**config.mk**
```make
export PLATFORM = sky130hd
export DESIGN_NAME = agc_timepulse_ring
export DESIGN_NICKNAME = d
export VERILOG_FILES = /design/src/rtl/agc_timepulse_ring.sv
export SDC_FILE = /design/constraint.sdc
export NUM_CORES = 1
export LEC_CHECK = 0
export ABC_AREA = 0
export ABC_CLOCK_PERIOD_IN_PS = 1600
export CORE_MARGIN = 3
export CORE_UTILIZATION = 45
export CTS_CLUSTER_SIZE = 14
export DETAILED_ROUTE_END_ITERATION = 8
export PLACE_DENSITY_LB_ADDON = 0.15
export REMOVE_ABC_BUFFERS = 1
export SLEW_MARGIN = 20
export SYNTH_ARGS = -nofsm -noshare
export SYNTH_HDL_FRONTEND = slang
export SYNTH_SLANG_ARGS = --single-unit
```
**constraint.sdc**
```tcl
create_clock -name clk -period 1.6 [get_ports clk]
set_input_delay 0.48 -clock clk [delete_from_list [all_inputs] [get_ports clk]]
set_output_delay 0.48 -clock clk [all_outputs]
set_load 0.03 [all_outputs]
```
**src/rtl/agc_timepulse_ring.sv**
```systemverilog
// Timepulse ring for the AGC gate-level sim: divides clk into memory-cycle-time sequences
// of NTP one-hot timepulses with four phases each; supports free-run, single-step and GOJAM restart.
module agc_timepulse_ring #(
  parameter int unsigned NTP = 12,
  parameter int unsigned DIV = 2,
  parameter int unsigned CW  = 8
) (
  input  logic           clk,
  input  logic           rst,
  input  logic           run,
  input  logic           single,
  input  logic           step,
  input  logic           gojam,
  output logic [NTP-1:0] tp,
  output logic [1:0]     phase,
  output logic           mct_start,
  output logic           mct_end,
  output logic           busy,
  output logic [CW-1:0]  mct_count
);

  localparam int unsigned DW = (DIV > 1) ? $clog2(DIV) : 1;

  typedef enum logic {IDLE, RUN} state_t;

  state_t          state_q, state_d;
  logic [NTP-1:0]  tp_q, tp_d;
  logic [1:0]      phase_q, phase_d;
  logic [DW-1:0]   div_q, div_d;
  logic            start_q, start_d;
  logic            end_q, end_d;
  logic [CW-1:0]   count_q, count_d;
  logic            last_c;
  logic            div_wrap_c;
  logic            restart_c;
  logic            go_idle_c;

  always_ff @(posedge clk or negedge rst) begin
    if (!rst) begin
      state_q <= IDLE;
      tp_q    <= '0;
      phase_q <= '0;
      div_q   <= '0;
      start_q <= 1'b0;
      end_q   <= 1'b0;
      count_q <= '0;
    end else begin
      state_q <= state_d;
      tp_q    <= tp_d;
      phase_q <= phase_d;
      div_q   <= div_d;
      start_q <= start_d;
      end_q   <= end_d;
      count_q <= count_d;
    end
  end

  // Next-state: advance the divider/phase/ring, or restart at T01, or drop to idle.
  always_comb begin
    state_d    = state_q;
    tp_d       = tp_q;
    phase_d    = phase_q;
    div_d      = div_q;
    count_d    = count_q;
    restart_c  = 1'b0;
    go_idle_c  = 1'b0;
    div_wrap_c = (div_q == DW'(DIV - 1));
    last_c     = tp_q[NTP-1] && (phase_q == 2'd3) && div_wrap_c;

    case (state_q)
      IDLE: begin
        if ((!single && run) || (single && step)) restart_c = 1'b1;
      end
      RUN: begin
        if (last_c) begin
          count_d = count_q + CW'(1);
          if (gojam || (!single && run)) restart_c = 1'b1;
          else                           go_idle_c = 1'b1;
        end else if (gojam) begin
          restart_c = 1'b1;
        end else if (div_wrap_c) begin
          div_d   = '0;
          phase_d = phase_q + 2'd1;
          if (phase_q == 2'd3) tp_d = {tp_q[NTP-2:0], 1'b0};
        end else begin
          div_d = div_q + DW'(1);
        end
      end
      default: state_d = IDLE;
    endcase

    if (restart_c) begin
      state_d = RUN;
      tp_d    = NTP'(1);
      phase_d = '0;
      div_d   = '0;
    end
    if (go_idle_c) begin
      state_d = IDLE;
      tp_d    = '0;
      phase_d = '0;
      div_d   = '0;
    end

    // Strobes are registered, so they are decoded from the state being loaded.
    start_d = restart_c;
    end_d   = (state_d == RUN) && tp_d[NTP-1] && (phase_d == 2'd3) && (div_d == DW'(DIV - 1));
  end

  assign tp        = tp_q;
  assign phase     = phase_q;
  assign mct_start = start_q;
  assign mct_end   = end_q;
  assign busy      = (state_q == RUN);
  assign mct_count = count_q;

endmodule

```
==> results of run 1 <==
[cell usage in the layout (no fill, tap or decap), types with 2 or more instances in the layout]
| master | count |
|---|---|
| sky130_fd_sc_hd__dfrtp_2 | 2 |
| sky130_fd_sc_hd__clkbuf_4 | 3 |
| sky130_fd_sc_hd__clkdlybuf4s50_1 | 4 |
| sky130_fd_sc_hd__dlygate4sd2_1 | 3 |
| sky130_fd_sc_hd__clkdlybuf4s15_1 | 2 |
| sky130_fd_sc_hd__clkdlybuf4s15_2 | 2 |
| sky130_fd_sc_hd__a22o_1 | 11 |
| sky130_fd_sc_hd__xor2_1 | 6 |
| sky130_fd_sc_hd__nand3_1 | 4 |
| sky130_fd_sc_hd__a21oi_1 | 2 |
| sky130_fd_sc_hd__inv_1 | 2 |
| sky130_fd_sc_hd__buf_4 | 15 |
| sky130_fd_sc_hd__o21ai_0 | 2 |
| sky130_fd_sc_hd__clkbuf_2 | 16 |
| sky130_fd_sc_hd__nor2_1 | 6 |
| sky130_fd_sc_hd__nand2_1 | 4 |
| sky130_fd_sc_hd__nor3_1 | 3 |
| sky130_fd_sc_hd__dfrtp_1 | 24 |
| sky130_fd_sc_hd__ha_1 | 2 |
| sky130_fd_sc_hd__o22ai_1 | 2 |
[what timing repair did]
action | 4_1_cts | 5_1_grt
gates resized for setup | 36 | 30
setup endpoints to repair | 23 | 24
pin swaps | 0 | 0
[flip-flops by register name, summed over array words and instances (netlist names)]
register   flops
busy           1
div_q          1
mct_count      8
mct_end        1
mct_start      1
phase          2
tp            12
[layer usage]
| layer | wire, um | track usage (%) | vias to the layer above | part of all wire, % |
|---|---|---|---|---|
| li1 | - | - | 426 | - |
| met1 | 1060 | 21.1 | 435 | 46 |
| met2 | 1110 | 27.0 | 20 | 49 |
| met3 | 104 | 3.48 | 2 | 4.5 |
| met4 | 16 | 3.39 | 0 | 0.70 |
| met5 | 0 | 0 | - | 0 |
[power breakdown]
part / leakage, uW / total [uW] / internal (uW) / switching (uW)
registers: 0.000346 / 672 / 664 / 8.11
logic: 0.000429 / 88.0 / 39.8 / 48.2
clock network: 0.0000210 / 327 / 139 / 188
[final cells by class]
class	instances	area (um^2)
clock buffer	4	36.3
fill	191	790
inverter	2	7.51
multi-input combinational	60	462
sequential	26	653
tap	28	35.0
timing repair buffer	43	314
[cells by family after synthesis]
group           Yosys count  share of synthesized area [%]
compound gates           22                           15.3
mux                       3                           3.23
fa+ha+maj                 2                           2.23
xor+xnor                  7                           5.46
flops                    26                           58.0
buf+inv                   5                           2.45
simple gates             26                           13.4
[per-stage QoR]
stage          hold slack (ps)  setup TNS, ps  cell area (um^2)  power (uW)  instances
2_1_floorplan              184          -2070              1100         721         88
3_5_place_dp               472          -4020              1530         776        159
5_1_grt                    498         -0.141              1510        1140        163
3_3_place_gp               455          -3590              1530         773        159
4_1_cts                    485              0              1550        1100        163
6_report                   489              0              1510        1090        163
[path summary, 6_finish.rpt]
check,startpoint,to,slack [ps],depth (start not counted)
max,mct_end$_DFF_PN0_,mct_end,50,1
min,mct_count[7]$_DFFE_PN0P_,mct_count[7]$_DFFE_PN0P_,490,1
max reg2reg,phase[0]$_DFF_PN0_,phase[0]$_DFF_PN0_,90,4
min reg2reg,mct_count[7]$_DFFE_PN0P_,mct_count[7]$_DFFE_PN0P_,490,1
max in group asynchronous,rst,busy$_DFF_PN0_,820,2
min in group asynchronous,rst,tp[11]$_DFF_PN0_,520,2
==> results.txt, run 1 <==
----------------------------------------------------
[Global routing]
  Maximum number of pins on one net before global-route repair ... 27
  Gr usage total ... 16.0%
  Remaining global-route overflow ... 0
  Vias in the first global route ... a little over 900
  Antenna violations before repair ... 0
  Wire length of the first global-routing pass ... 4080 um

[Logic synthesis]
  Top cell type by total area after synthesis ... sky130_fd_sc_hd__dfrtp_1
  Post-synth ARST share ... 100%
  Number of synthesized flops with an enable pin ... 0
  Most frequently used flop master after synthesis ... sky130_fd_sc_hd__dfrtp_1
  Top-area cell type share of the netlist area ... 58.0%
  Synth unique cells ... 32
  Number of instances in the synthesized netlist ... 91
  Sequential share of the synthesized area ... 58.0%
  Number of synthesis warnings ... 0
  Most numerous cell types in the synthesized netlist ... 26 x sky130_fd_sc_hd__dfrtp_1, 11 x sky130_fd_sc_hd__a22o_1, 6 x sky130_fd_sc_hd__nor2_1, 6 x sky130_fd_sc_hd__xor2_1
  Synth area leaders ... sky130_fd_sc_hd__dfrtp_1 58%, sky130_fd_sc_hd__a22o_1 8.6%, sky130_fd_sc_hd__xor2_1 4.7%, sky130_fd_sc_hd__ha_1 2.2%, sky130_fd_sc_hd__nor2_1 2.0%
  Register bit count reported by yosys ... 26
  Library cell with the highest instance count after synthesis ... sky130_fd_sc_hd__dfrtp_1
  Netlist area before placement ... 1120 um^2
  Mean cell area of the mapped netlist ... approximately 12 um^2

[Worst setup path]
  Largest stage delay on the critical path ... 400 ps
  Required time at the worst-slack endpoint ... 1120 ps
  Number of buffer and inverter instances along the worst setup path ... 1
  Worst Path Max Fanout ... 1
  Crit path max-delay cell type ... sky130_fd_sc_hd__dlygate4sd2_1
  Category of cells accounting for the largest share of critical-path delay ... buffers and inverters
  Arr. time, crit path ... 1070 ps
  Critical path start-end classification ... flop to primary output
  Kind of start point of the critical path ... flop
  Cells along the critical path ... dlygate4sd2_1
  Critical Path Sink Type ... primary output

[STA]
  Max_slew headroom ... between 70% and 80%
  Setup slack after layout ... 54.1 ps
  Slew at the pin closest to its max-slew limit ... around 330 ps
  Total count of hold-check failures in the final report ... 0
  Final Max Slew Viols ... 0
  Post-layout minimum cycle time ... 1550 ps
  Final setup violating endpoints ... 0
  Fin Clk Skew ... 6.24 ps
  Maximum operating frequency ... 647 MHz
  Post-route clock period utilization ... 96.6%

[Clock network]
  Latest clock arrival within the worst-skew pair ... 310 ps
  Maximum clock insertion buffer count ... 2
  Post-CTS Setup Bufs ... 0
  Clock tree root driver cell ... sky130_fd_sc_hd__clkbuf_4
  Clock Sinks ... 26
  H-tree Lvls ... 1
  Number of hold-repair buffers added at the cts stage ... 0
  TritonCTS clock tree ... yes
  Register clock-pin slew on the reported worst setup and hold paths ... approximately 140 ps
  Number of buffers inserted during clock tree synthesis ... 3

[Power]
  Pwr dens ... 721 nW/um^2
  Standby leakage power ... 0.000797 uW
  Maximum vdd ir drop ... between 500 and 600 uV

[Status]
  Outcome ... completed

[Route]
  Post-DR vias/cell ... around 5.4
  Number of optimization iterations in the first detailed-route pass ... 4
  Routed WL per cell ... 14.1 um
  Routed vias ... 883
  Iteration-0 DRC count of the detailed router ... 13
  ANT nets after route ... 0
  Final routed wirelength across all metal layers ... ~2300 um
  # DRC ... 0

[Cells and area]
  Fraction of final layout cells sized beyond drive strength 1 ... 34.8%
  ANT cells ... 0
  Nets ... between 100 and 150
  Final Core Density ... 65.6%
  Synth-to-Final Area Change ... 34.3%

[Floorplan]
  Chip Height ... 55.9 um
  Area of the die ... 3130 um^2
  Number of placement rows ... 17
  Die Span X ... between 50 and 60 um
  Boundary pin count ... 31
  Area of the placeable core ... 2300 um^2
  Starting utilization of the core area ... 48.9%

[Run]
  Max-capacitance violation count ... 0

[Place]
  Pre-CTS setup slack ... -284 ps
  GP Congestion ... 0.807
  HPWL Detailed ... 1720 um
  Number of I/O port buffers ... 30

[Min path]
  Type of the tightest min-delay check ... flop to flop

----------------------------------------------------
(Power assumes the default switching activity.)
==> inputs of run 2 (changes only) <==
--- a/config.mk
+++ b/config.mk
@@ -6,7 +6,7 @@
 export NUM_CORES = 1
 export LEC_CHECK = 0
 export ABC_AREA = 0
-export ABC_CLOCK_PERIOD_IN_PS = 1600
+export ABC_CLOCK_PERIOD_IN_PS = 1950
 export CORE_MARGIN = 3
 export CORE_UTILIZATION = 45
 export CTS_CLUSTER_SIZE = 14
==> constraint.sdc (replaced) <==
create_clock -name clk -period 1.95 [get_ports clk]
set_input_delay 0.585 -clock clk [delete_from_list [all_inputs] [get_ports clk]]
set_output_delay 0.585 -clock clk [all_outputs]
set_load 0.03 [all_outputs]
==> results.txt, run 2 (synthesized netlist as in run 1, its figures left out) <==
----------------------------------------------------
[Power]
  Design internal power ... roughly 780 uW
  Power dissipated by switching net loads ... roughly 200 uW
  Maximum vdd ir drop ... 534 uV
  Part of the total power dissipated in combinational logic ... 7.0%
  Pwr dens ... 649 nW/um^2
  Clk network pwr share ... approximately 37%
  Switching share of total power ... 20.2%
  Standby leakage power ... 0.000847 uW
  Share of power burned in registers ... a little under three fifths

[Route]
  Post-DR vias/cell ... 5.39
  # DRC ... 0
  Final routed wirelength across all metal layers ... roughly 2200 um
  Iteration-0 DRC count of the detailed router ... 18
  ANT nets after route ... 0
  Routed vias ... 841
  Number of optimization iterations in the first detailed-route pass ... 4
  Routed WL per cell ... 14.1 um

[Run]
  Max-capacitance violation count ... 0

[Clock network]
  Clock tree root driver cell ... sky130_fd_sc_hd__clkbuf_4
  Maximum clock insertion buffer count ... 2
  Number of buffers inserted during clock tree synthesis ... 3
  Clock Sinks ... 26
  TritonCTS clock tree ... yes
  H-tree Lvls ... 1
  Register clock-pin slew on the reported worst setup and hold paths ... roughly 130 ps
  Latest clock arrival within the worst-skew pair ... around 320 ps

[Floorplan]
  Number of placement rows ... 17
  Area of the die ... 3130 um^2
  Area of the placeable core ... 2300 um^2
  Die Span X ... 55.9 um
  Boundary pin count ... 31
  Chip Height ... 55.9 um
  Starting utilization of the core area ... 48.9%

[Worst setup path]
  Category of cells accounting for the largest share of critical-path delay ... flip-flops
  Critical path start-end classification ... flop to primary output
  Required time at the worst-slack endpoint ... 1360 ps
  Cells along the critical path ... dlygate4sd2_1
  Arr. time, crit path ... approximately 1200 ps
  Largest stage delay on the critical path ... ~440 ps
  Critical Path Sink Type ... primary output
  Crit path max-delay cell type ... sky130_fd_sc_hd__dfrtp_1
  Kind of start point of the critical path ... flop
  Number of buffer and inverter instances along the worst setup path ... 1
  Worst Path Max Fanout ... 5

[STA]
  Post-layout minimum cycle time ... ~1800 ps
  Slew at the pin closest to its max-slew limit ... between 300 and 400 ps
  Fin Clk Skew ... 12.2 ps
  Total count of hold-check failures in the final report ... 0
  Unrepaired setup endpoints after global routing ... false
  Worst hold-check slack ... a little under 500 ps
  Setup TNS Final ... 0 ps
  Final setup violating endpoints ... 0
  Max_slew headroom ... 78.1%
  Final Max Slew Viols ... 0
  Post-route clock period utilization ... 89.9%
  Maximum operating frequency ... 570 MHz

[Global routing]
  Maximum number of pins on one net before global-route repair ... 27
  Wire length of the first global-routing pass ... 4090 um
  Gr usage total ... 16.0%
  Vias in the first global route ... 870
  Remaining global-route overflow ... 0
  Antenna violations before repair ... 0

[Cells and area]
  Number of flip-flops in the largest register ... 12
  Synth-to-Final Area Change ... 34.7%
  Leading cell types in the layout, fill and taps excluded ... 26 x sky130_fd_sc_hd__dfrtp_1, 23 x sky130_fd_sc_hd__dlygate4sd2_1, 11 x sky130_fd_sc_hd__a22o_1
  Commonest non-fill, non-tap cell in the layout ... sky130_fd_sc_hd__dfrtp_1
  Final non-filler cell total ... 156
  Fraction of final layout cells sized beyond drive strength 1 ... between 10 and 15%
  Nets ... 137
  ANT cells ... 0
  Design Area, Final ... approximately 1500 um^2

[Place]
  HPWL Detailed ... about 1700 um
  Number of I/O port buffers ... 30
  Cell Area, Placed ... 1480 um^2
  GP Congestion ... between 0.7 and 0.8
  Number of placed instances, taps included ... 152

[Status]
  Outcome ... completed

[Min path]
  Type of the tightest min-delay check ... flop to flop

----------------------------------------------------
run 2: final timing paths:
check | from | slack (ps) | endpoint | cells after the start
max | mct_count[2]$_DFFE_PN0P_ | 200 | mct_count[2] | 1
min | mct_count[7]$_DFFE_PN0P_ | 490 | mct_count[7]$_DFFE_PN0P_ | 1
max reg2reg | phase[0]$_DFF_PN0_ | 380 | mct_count[7]$_DFFE_PN0P_ | 4
min reg2reg | mct_count[7]$_DFFE_PN0P_ | 490 | mct_count[7]$_DFFE_PN0P_ | 1
max in group asynchronous | rst | 1070 | mct_start$_DFF_PN0_ | 2
min in group asynchronous | rst | 620 | tp[7]$_DFFE_PN0P_ | 2
run 2: power groups by stage:
stage	Combinational, uW	Sequential [uW]	Clock, uW
2_1_floorplan	23.5	568	0
3_3_place_gp	69.4	560	0
3_5_place_dp	71.8	561	0
4_1_cts	69.8	550	374
5_1_grt	76.6	552	397
6_report	68.6	550	361
run 2: what timing repair did:
| action | in CTS | in global routing |
|---|---|---|
| setup endpoints to repair | 23 | 2 |
| hold buffers | 0 | 0 |
| resized for setup | 23 | 2 |
| setup buffers | 0 | 0 |
run 2: layer usage:
metal / vias up / track usage, % / routed length (um)
met5: - / 0 / 0
met4: 0 / 5.08 / 13
met3: 2 / 2.78 / 99
met2: 17 / 26.9 / 1080
met1: 419 / 21.1 / 1010
li1: 403 / - / -
run 2: cell type report:
class / instances / area [um^2]
timing repair buffer: 36 / 322
sequential: 26 / 651
fill: 230 / 786
inverter: 2 / 7.51
clock buffer: 3 / 22.5
tap: 28 / 35.0
clock inverter: 1 / 30.0
multi-input combinational: 60 / 444
run 2: per-stage QoR:
step | util, % | power [uW] | setup WS (ps)
2_1_floorplan | - | 591 | 162
3_3_place_gp | 64.5 | 630 | -8.29
3_5_place_dp | 64.5 | 632 | -16.0
4_1_cts | 65.6 | 994 | 13.4
5_1_grt | 65.8 | 1030 | 119
6_report | 65.8 | 980 | 196
